===== config.mk =====
export PLATFORM = sky130hd
export DESIGN_NAME = input_conditioner
export DESIGN_NICKNAME = d
export VERILOG_FILES = /design/src/rtl/input_conditioner.sv
export SDC_FILE = /design/constraint.sdc
export NUM_CORES = 1
export LEC_CHECK = 0
export CAP_MARGIN = 5
export CORE_MARGIN = 2
export CORE_UTILIZATION = 30
export CTS_CLUSTER_SIZE = 25
export DETAILED_ROUTE_END_ITERATION = 10
export PLACE_DENSITY = 0.42
export SLEW_MARGIN = 30
export SYNTH_ARGS = -nofsm -noshare
export SYNTH_HDL_FRONTEND = slang
export SYNTH_SLANG_ARGS = --single-unit

===== constraint.sdc =====
create_clock -name clk -period 4.8 [get_ports clk]
set_clock_uncertainty 0.15 [all_clocks]
set_input_delay 0.96 -clock clk [delete_from_list [all_inputs] [get_ports clk]]
set_output_delay 0.96 -clock clk [all_outputs]
set_load 0.05 [all_outputs]

===== src/rtl/input_conditioner.sv =====
`default_nettype none
// ============================================================================
// Module   : input_conditioner
// Brief    : Two-flop synchronizers and debounce FSMs for a step button and a
//            slide switch; emits a one-cycle step pulse and a press counter.
// Revision : 1.0 - initial release
// ============================================================================

module input_conditioner_debounce #(
  parameter int DEBOUNCE_CYCLES = 1000000,
  parameter int CNT_W           = $clog2(DEBOUNCE_CYCLES + 1)
) (
  input  logic clk,
  input  logic reset,
  input  logic i_sync,
  output logic o_level,
  output logic o_rise
);

  typedef enum logic [1:0] {
    STABLE_LO = 2'd0,
    WAIT_HI   = 2'd1,
    STABLE_HI = 2'd2,
    WAIT_LO   = 2'd3
  } state_t;

  localparam logic [CNT_W-1:0] c_LAST_CNT = CNT_W'(DEBOUNCE_CYCLES - 1);
  localparam logic [CNT_W-1:0] c_ONE      = CNT_W'(1);

  state_t           r_state;
  state_t           w_state_nxt;
  logic [CNT_W-1:0] r_cnt;
  logic [CNT_W-1:0] w_cnt_nxt;
  logic             r_level;
  logic             r_rise;
  logic             w_done;

  assign w_done = (r_cnt == c_LAST_CNT);

  always_comb begin
    w_state_nxt = r_state;
    w_cnt_nxt   = r_cnt;
    case (r_state)
      STABLE_LO: begin
        if (i_sync) begin
          w_state_nxt = WAIT_HI;
          w_cnt_nxt   = c_ONE;
        end
      end
      WAIT_HI: begin
        if (!i_sync) begin
          w_state_nxt = STABLE_LO;
          w_cnt_nxt   = '0;
        end else if (w_done) begin
          w_state_nxt = STABLE_HI;
          w_cnt_nxt   = '0;
        end else begin
          w_cnt_nxt   = r_cnt + c_ONE;
        end
      end
      STABLE_HI: begin
        if (!i_sync) begin
          w_state_nxt = WAIT_LO;
          w_cnt_nxt   = c_ONE;
        end
      end
      WAIT_LO: begin
        if (i_sync) begin
          w_state_nxt = STABLE_HI;
          w_cnt_nxt   = '0;
        end else if (w_done) begin
          w_state_nxt = STABLE_LO;
          w_cnt_nxt   = '0;
        end else begin
          w_cnt_nxt   = r_cnt + c_ONE;
        end
      end
      default: begin
        w_state_nxt = STABLE_LO;
        w_cnt_nxt   = '0;
      end
    endcase
  end

  // Level and rise flags are registered from the next-state decode so they
  // switch on the same edge as the state that defines them.
  always_ff @(posedge clk or negedge reset) begin
    if (!reset) begin
      r_state <= STABLE_LO;
      r_cnt   <= '0;
      r_level <= 1'b0;
      r_rise  <= 1'b0;
    end else begin
      r_state <= w_state_nxt;
      r_cnt   <= w_cnt_nxt;
      r_level <= (w_state_nxt == STABLE_HI) || (w_state_nxt == WAIT_LO);
      r_rise  <= (r_state == WAIT_HI) && (w_state_nxt == STABLE_HI);
    end
  end

  assign o_level = r_level;
  assign o_rise  = r_rise;

endmodule

module input_conditioner #(
  parameter int DEBOUNCE_CYCLES = 1000000
) (
  input  logic       clk,
  input  logic       reset,
  input  logic       btn_raw,
  input  logic       sw_raw,
  output logic       w_out,
  output logic       btn_level,
  output logic       step,
  output logic [3:0] press_count
);

  localparam int CNT_W = $clog2(DEBOUNCE_CYCLES + 1);

  logic       r_btn_meta;
  logic       r_btn_sync;
  logic       r_sw_meta;
  logic       r_sw_sync;
  logic       w_btn_rise;
  logic [3:0] r_press_count;

  always_ff @(posedge clk or negedge reset) begin
    if (!reset) begin
      r_btn_meta <= 1'b0;
      r_btn_sync <= 1'b0;
      r_sw_meta  <= 1'b0;
      r_sw_sync  <= 1'b0;
    end else begin
      r_btn_meta <= btn_raw;
      r_btn_sync <= r_btn_meta;
      r_sw_meta  <= sw_raw;
      r_sw_sync  <= r_sw_meta;
    end
  end

  input_conditioner_debounce #(
    .DEBOUNCE_CYCLES (DEBOUNCE_CYCLES),
    .CNT_W           (CNT_W)
  ) u_btn_db (
    .clk     (clk),
    .reset   (reset),
    .i_sync  (r_btn_sync),
    .o_level (btn_level),
    .o_rise  (w_btn_rise)
  );

  input_conditioner_debounce #(
    .DEBOUNCE_CYCLES (DEBOUNCE_CYCLES),
    .CNT_W           (CNT_W)
  ) u_sw_db (
    .clk     (clk),
    .reset   (reset),
    .i_sync  (r_sw_sync),
    .o_level (w_out),
    .o_rise  ()
  );

  // Counter trails step by one edge; wraps silently.
  always_ff @(posedge clk or negedge reset) begin
    if (!reset) begin
      r_press_count <= 4'd0;
    end else if (w_btn_rise) begin
      r_press_count <= r_press_count + 4'd1;
    end
  end

  assign step        = w_btn_rise;
  assign press_count = r_press_count;

endmodule
`default_nettype wire


Yosys cells after proc, flatten, opt, wreduce, memory -nomap -nowiden:

Index checks and enable logic that the tools add are counted.

* bits in registers: 55
* output and inout bits: 7

* add/sub/neg operators: 3
* equality and inequality tests: 16
* mux-type cells: 26
* reduce and logical (&&, ||, !) cells: 7

Operators with widths (count)
* $mux W20: 10
* $pmux W20 S4: 2
* $add A20 B1 Y20 const B: 2
* $eq A20 B20 Y1 const B: 2
* $mux W2: 12
* $eq A2 B2 Y1 const B: 8
* $pmux W2 S4: 2
* $ne A2 B2 Y1 const B: 4
* $add A4 B1 Y4 const B: 1
* $eq A2 B1 Y1 const B: 2
* $logic_not A2 Y1: 2
* $reduce_and A2 Y1: 2
* $logic_or A1 B1 Y1: 2
* $logic_and A1 B1 Y1: 1

Depth between registers and ports, before layout:

* word-level depth: 6
* depth in mapped cells: 8
* mapped depth without buffers: 6

Cells and area by module:

Synthesis repeated with hierarchy kept, for this count alone.

* cell total of the unflattened synthesis: 297
* area total of the unflattened synthesis: 2930.3 um^2

By module, submodules not included
* input_conditioner_debounce: instances 2, cells each 141, area an instance 1335.0 um^2, seq. area each 600.6 um^2
* input_conditioner: instances 1, cells each 15, area an instance 260.2 um^2, seq. area each 200.2 um^2

Worst setup path after synthesis:

Ideal clock, no wire load.

* path kind: register to register
* from: register u_sw_db.r_cnt[0]
* to: register u_sw_db.r_cnt[2]
* arrival: 1.882 ns
* slack: 2.647 ns
* cell stages (with the launch flop): 8
* cell sequence: dfrtp_1 -> ha_1 -> nand3_2 -> or4_4 -> o21ba_1 -> buf_6 -> buf_6 -> a22o_1

* word-level cells in the longest chain between the ends: 4

RTL lines
* start, declared: RTL line 32 `logic [CNT_W-1:0] r_cnt;`
* start signal, assigned: RTL line 95 `r_cnt <= w_cnt_nxt;`
* $add A20 B1 Y20 or $eq A20 B20 Y1 (tied branches): RTL line 58, 75, 38
* $mux W20 *: RTL line 54, 71
* $mux W20 (on tied branches): RTL line 68, 51
* $pmux W20 S4 *: RTL line 43 `case (r_state)`

Every way passes the cells marked *; elsewhere a longest branch is shown, timed or not.
A chain may end at the register's enable or synchronous reset.

Final worst setup path:

* from: register u_btn_db.r_rise, in the netlist u_btn_db.o_rise
* to: output step

RTL lines
* start, declared: RTL line 35 `logic r_rise;`
* start signal, assigned: RTL line 97 `r_rise <= (r_state == WAIT_HI) && (w_state_nxt == STABLE_HI);`
* end, declared: RTL line 115 `output logic step,`

No word-level cell between the ends.

==> run metrics <==
run status=finished, final reports clean; Setup crit start=u_btn_db.o_rise; antenna violations before repair=0; Net Switching=214 uW; FFs w/ async S/R, synth=1.00; Final Worst Setup Slack=2100 ps; top cells by instance count after synthesis=55 x sky130_fd_sc_hd__dfrtp_1, 30 x sky130_fd_sc_hd__nand2_1, 24 x sky130_fd_sc_hd__a31oi_1, 20 x sky130_fd_sc_hd__nand3_1; sequential element share of the synthesized area=0.486; internal power of the cells=598 uW; number of max-slew violations in the final report=0; number of buffers created by CTS=5; startpoint class of the critical path=flip-flop; CP required=3690 ps; number of enable-type register cells in the synthesized netlist=0; grt ovf=0; Hold Path Origin=r_sw_meta; number of routed nets with antenna violations=0; kind of cell adding the most delay to the critical path=buffers and inverters; count of final setup violators=0; switching part of the total=0.264; remaining max-slew budget at the tightest pin=0.509; power density relative to cell area=264 mW/mm^2; CTS Buffer Depth=2; reg-to-reg critical path startpoint=u_sw_db.r_cnt[0]; CTS H-tree lvls=2; mean number of vias per cell=5.39; post-synthesis instance area=0.00283 mm^2; sequential group share of total power=0.601; RD Place Congestion=0.765; longest individual stage delay on the worst path=830 ps; Final Cycle Share=0.562; worst setup path category=flip-flop to primary output; master of the slowest instance on the critical path=sky130_fd_sc_hd__clkdlybuf4s50_1; vertical extent of the die=101 um; average wire per standard cell=14.6 um; number of hold buffers added after CTS=0; number of hold violations in the final report=0; combinational group share of total power=0.072; Post-Syn Instances=290; total nets after synthesis=297; endpoint arrival time on the critical path=1590 ps; horizontal die dimension=101 um; Total Routed Length=5900 um; top cell type by total area after synthesis=sky130_fd_sc_hd__dfrtp_1; drt drc=0; CTS tree=yes; Synth-to-Final Area Change=8.70%; GRT Overall Usage=0.124; Worst Tran Pin Value=732 ps; number of synthesized register bits=55; core area=0.00920 mm^2; distinct cell type count of the synthesized netlist=47; most instantiated library cell after synthesis=sky130_fd_sc_hd__dfrtp_1; portion of synthesized cell area occupied by the leading cell type=0.486; largest net degree at the start of global routing=56; type of element capturing the critical path=primary output; final period demand of the worst path=2700 ps; Clock Root Buffer=sky130_fd_sc_hd__clkbuf_8; number of global-route vias before repair=2052; # Max-Cap Violations=0; total number of nets in the final design=300; fraction of the core area covered by cells at the end of the flow=0.335; number of cell rows=35; number of I/O pins=11; number of warning messages in the yosys log=0; die area=0.0102 mm^2; cell-by-cell listing of the critical path=clkdlybuf4s50_1; starting DRC count in detailed routing=112; Avg Cell Area, Syn=9.77 um^2; maximum clock frequency=0.371 GHz; number of buffers inserted by port buffering=10; biggest area contributors in the synthesized netlist=sky130_fd_sc_hd__dfrtp_1 49%, sky130_fd_sc_hd__a31oi_1 5.3%, sky130_fd_sc_hd__nand2_1 4.0%; worst slack at placement=2220 ps; Pwr Total=812 uW; unrepaired setup endpoints after global routing=no; post-detail-place hpwl=3870 um; Top FF cell, synth=sky130_fd_sc_hd__dfrtp_1; aggregate negative setup slack=0 ps; fillcell total=963; first-pass GRT wire length=10100 um; layout cells sized above 1=0.0850; Clock Sink Count=55; type of the tightest min-delay check=flip-flop to flip-flop; total iterations of the first detailed-routing run=4; number of buffer and inverter stages on the critical path=1; starting density of the core=0.308; peak ir drop on the vdd network=121 uV; total inserted antenna cells=0; Clk pwr share=0.327; clock edge transition at the registers on the reported setup and hold paths=100 ps; post-CTS setup buffer count=0; Max FO, Critical Path=5; clock latency on the worst-skew pair=320 ps; total via count in the routed design=2182; standby leakage power=1.26 nW; number of gates resized after cts=0
## flip-flops by register name (all words and copies together) (netlist names)
signal            flops
r_btn_meta            1
u_btn_db.o_rise       1
r_sw_meta             1
press_count           4
u_btn_db.o_level      1
u_btn_db.r_state      2
u_btn_db.r_cnt       20
u_sw_db.r_cnt        20
u_sw_db.r_state       2
u_sw_db.o_level       1
r_btn_sync            1
r_sw_sync             1
## cells by family after synthesis
logic type,Yosys count,synth area share
xor gates and xnor gates,7,0.0216
buffers and inverters,23,0.0424
adders and majority gates,3,0.0132
AOI/OAI and AO/OA,83,0.192
DFF,55,0.486
and+or+nand+nor,111,0.215
muxes,8,0.0305
## through the flow
stage	hold slack (ps)	cells	area, um^2
2_1_floorplan	181	290	2830
3_3_place_gp	188	397	2990
3_5_place_dp	192	397	2990
4_1_cts	218	405	3080
5_1_grt	219	405	3080
6_report	212	405	3080
## path summary, 6_finish.rpt
check | endpoint | slack (ps) | cells past startpoint
max reg2reg | u_sw_db.r_cnt[2] | 2390 | 6
min reg2reg | r_sw_sync | 210 | 0
max in group asynchronous | u_sw_db.r_cnt[4] | 3420 | 2
min | r_sw_sync | 210 | 0
max | step | 2100 | 1
min in group asynchronous | u_btn_db.r_cnt[9] | 610 | 2
## layer usage
metal	wire length (um)	share of wire	track usage
met5	0	0	0
met4	83	0.014	0.0405
met3	129	0.022	0.0228
met2	2640	0.45	0.193
met1	3050	0.52	0.176
## cell usage in the layout, fill, tap and decap left out, drive strengths merged, types with 3 or more instances in the layout
master,n
dfrtp,55
nand2,30
a31oi,24
nand3,21
a21oi,15
nor2,14
o21ai,14
nand4,13
clkdlybuf4s50,9
a22o,8
inv,7
a21o,6
nand2b,5
and3,5
a41oi,5
clkbuf,5
mux2,5
xor2,4
and4,4
nor3,4
nor4,4
or2,3
mux2i,3
xnor2,3
ha,3
and2,3
buf,3
## power by group through the flow
stage	Clock (mW)	Sequential [mW]	Combinational, mW
global placement	0	0.497	0.0600
CTS	0.282	0.488	0.0605
floorplan	0	0.495	0.0425
finish	0.266	0.488	0.0587
global route	0.292	0.491	0.0695
detailed placement	0	0.497	0.0604
## cell type report
type	count	area (um^2)	share of cell area
Inverter	7	26.3	0.00853
Multi-Input combinational cell	212	1340	0.435
Clock inverter	3	20.0	0.00650
Sequential cell	55	1380	0.447
Clock buffer	5	68.8	0.0223
Timing Repair Buffer	12	110	0.0357
Tap cell	111	139	0.0451
Power figures use the tool's default switching activity.
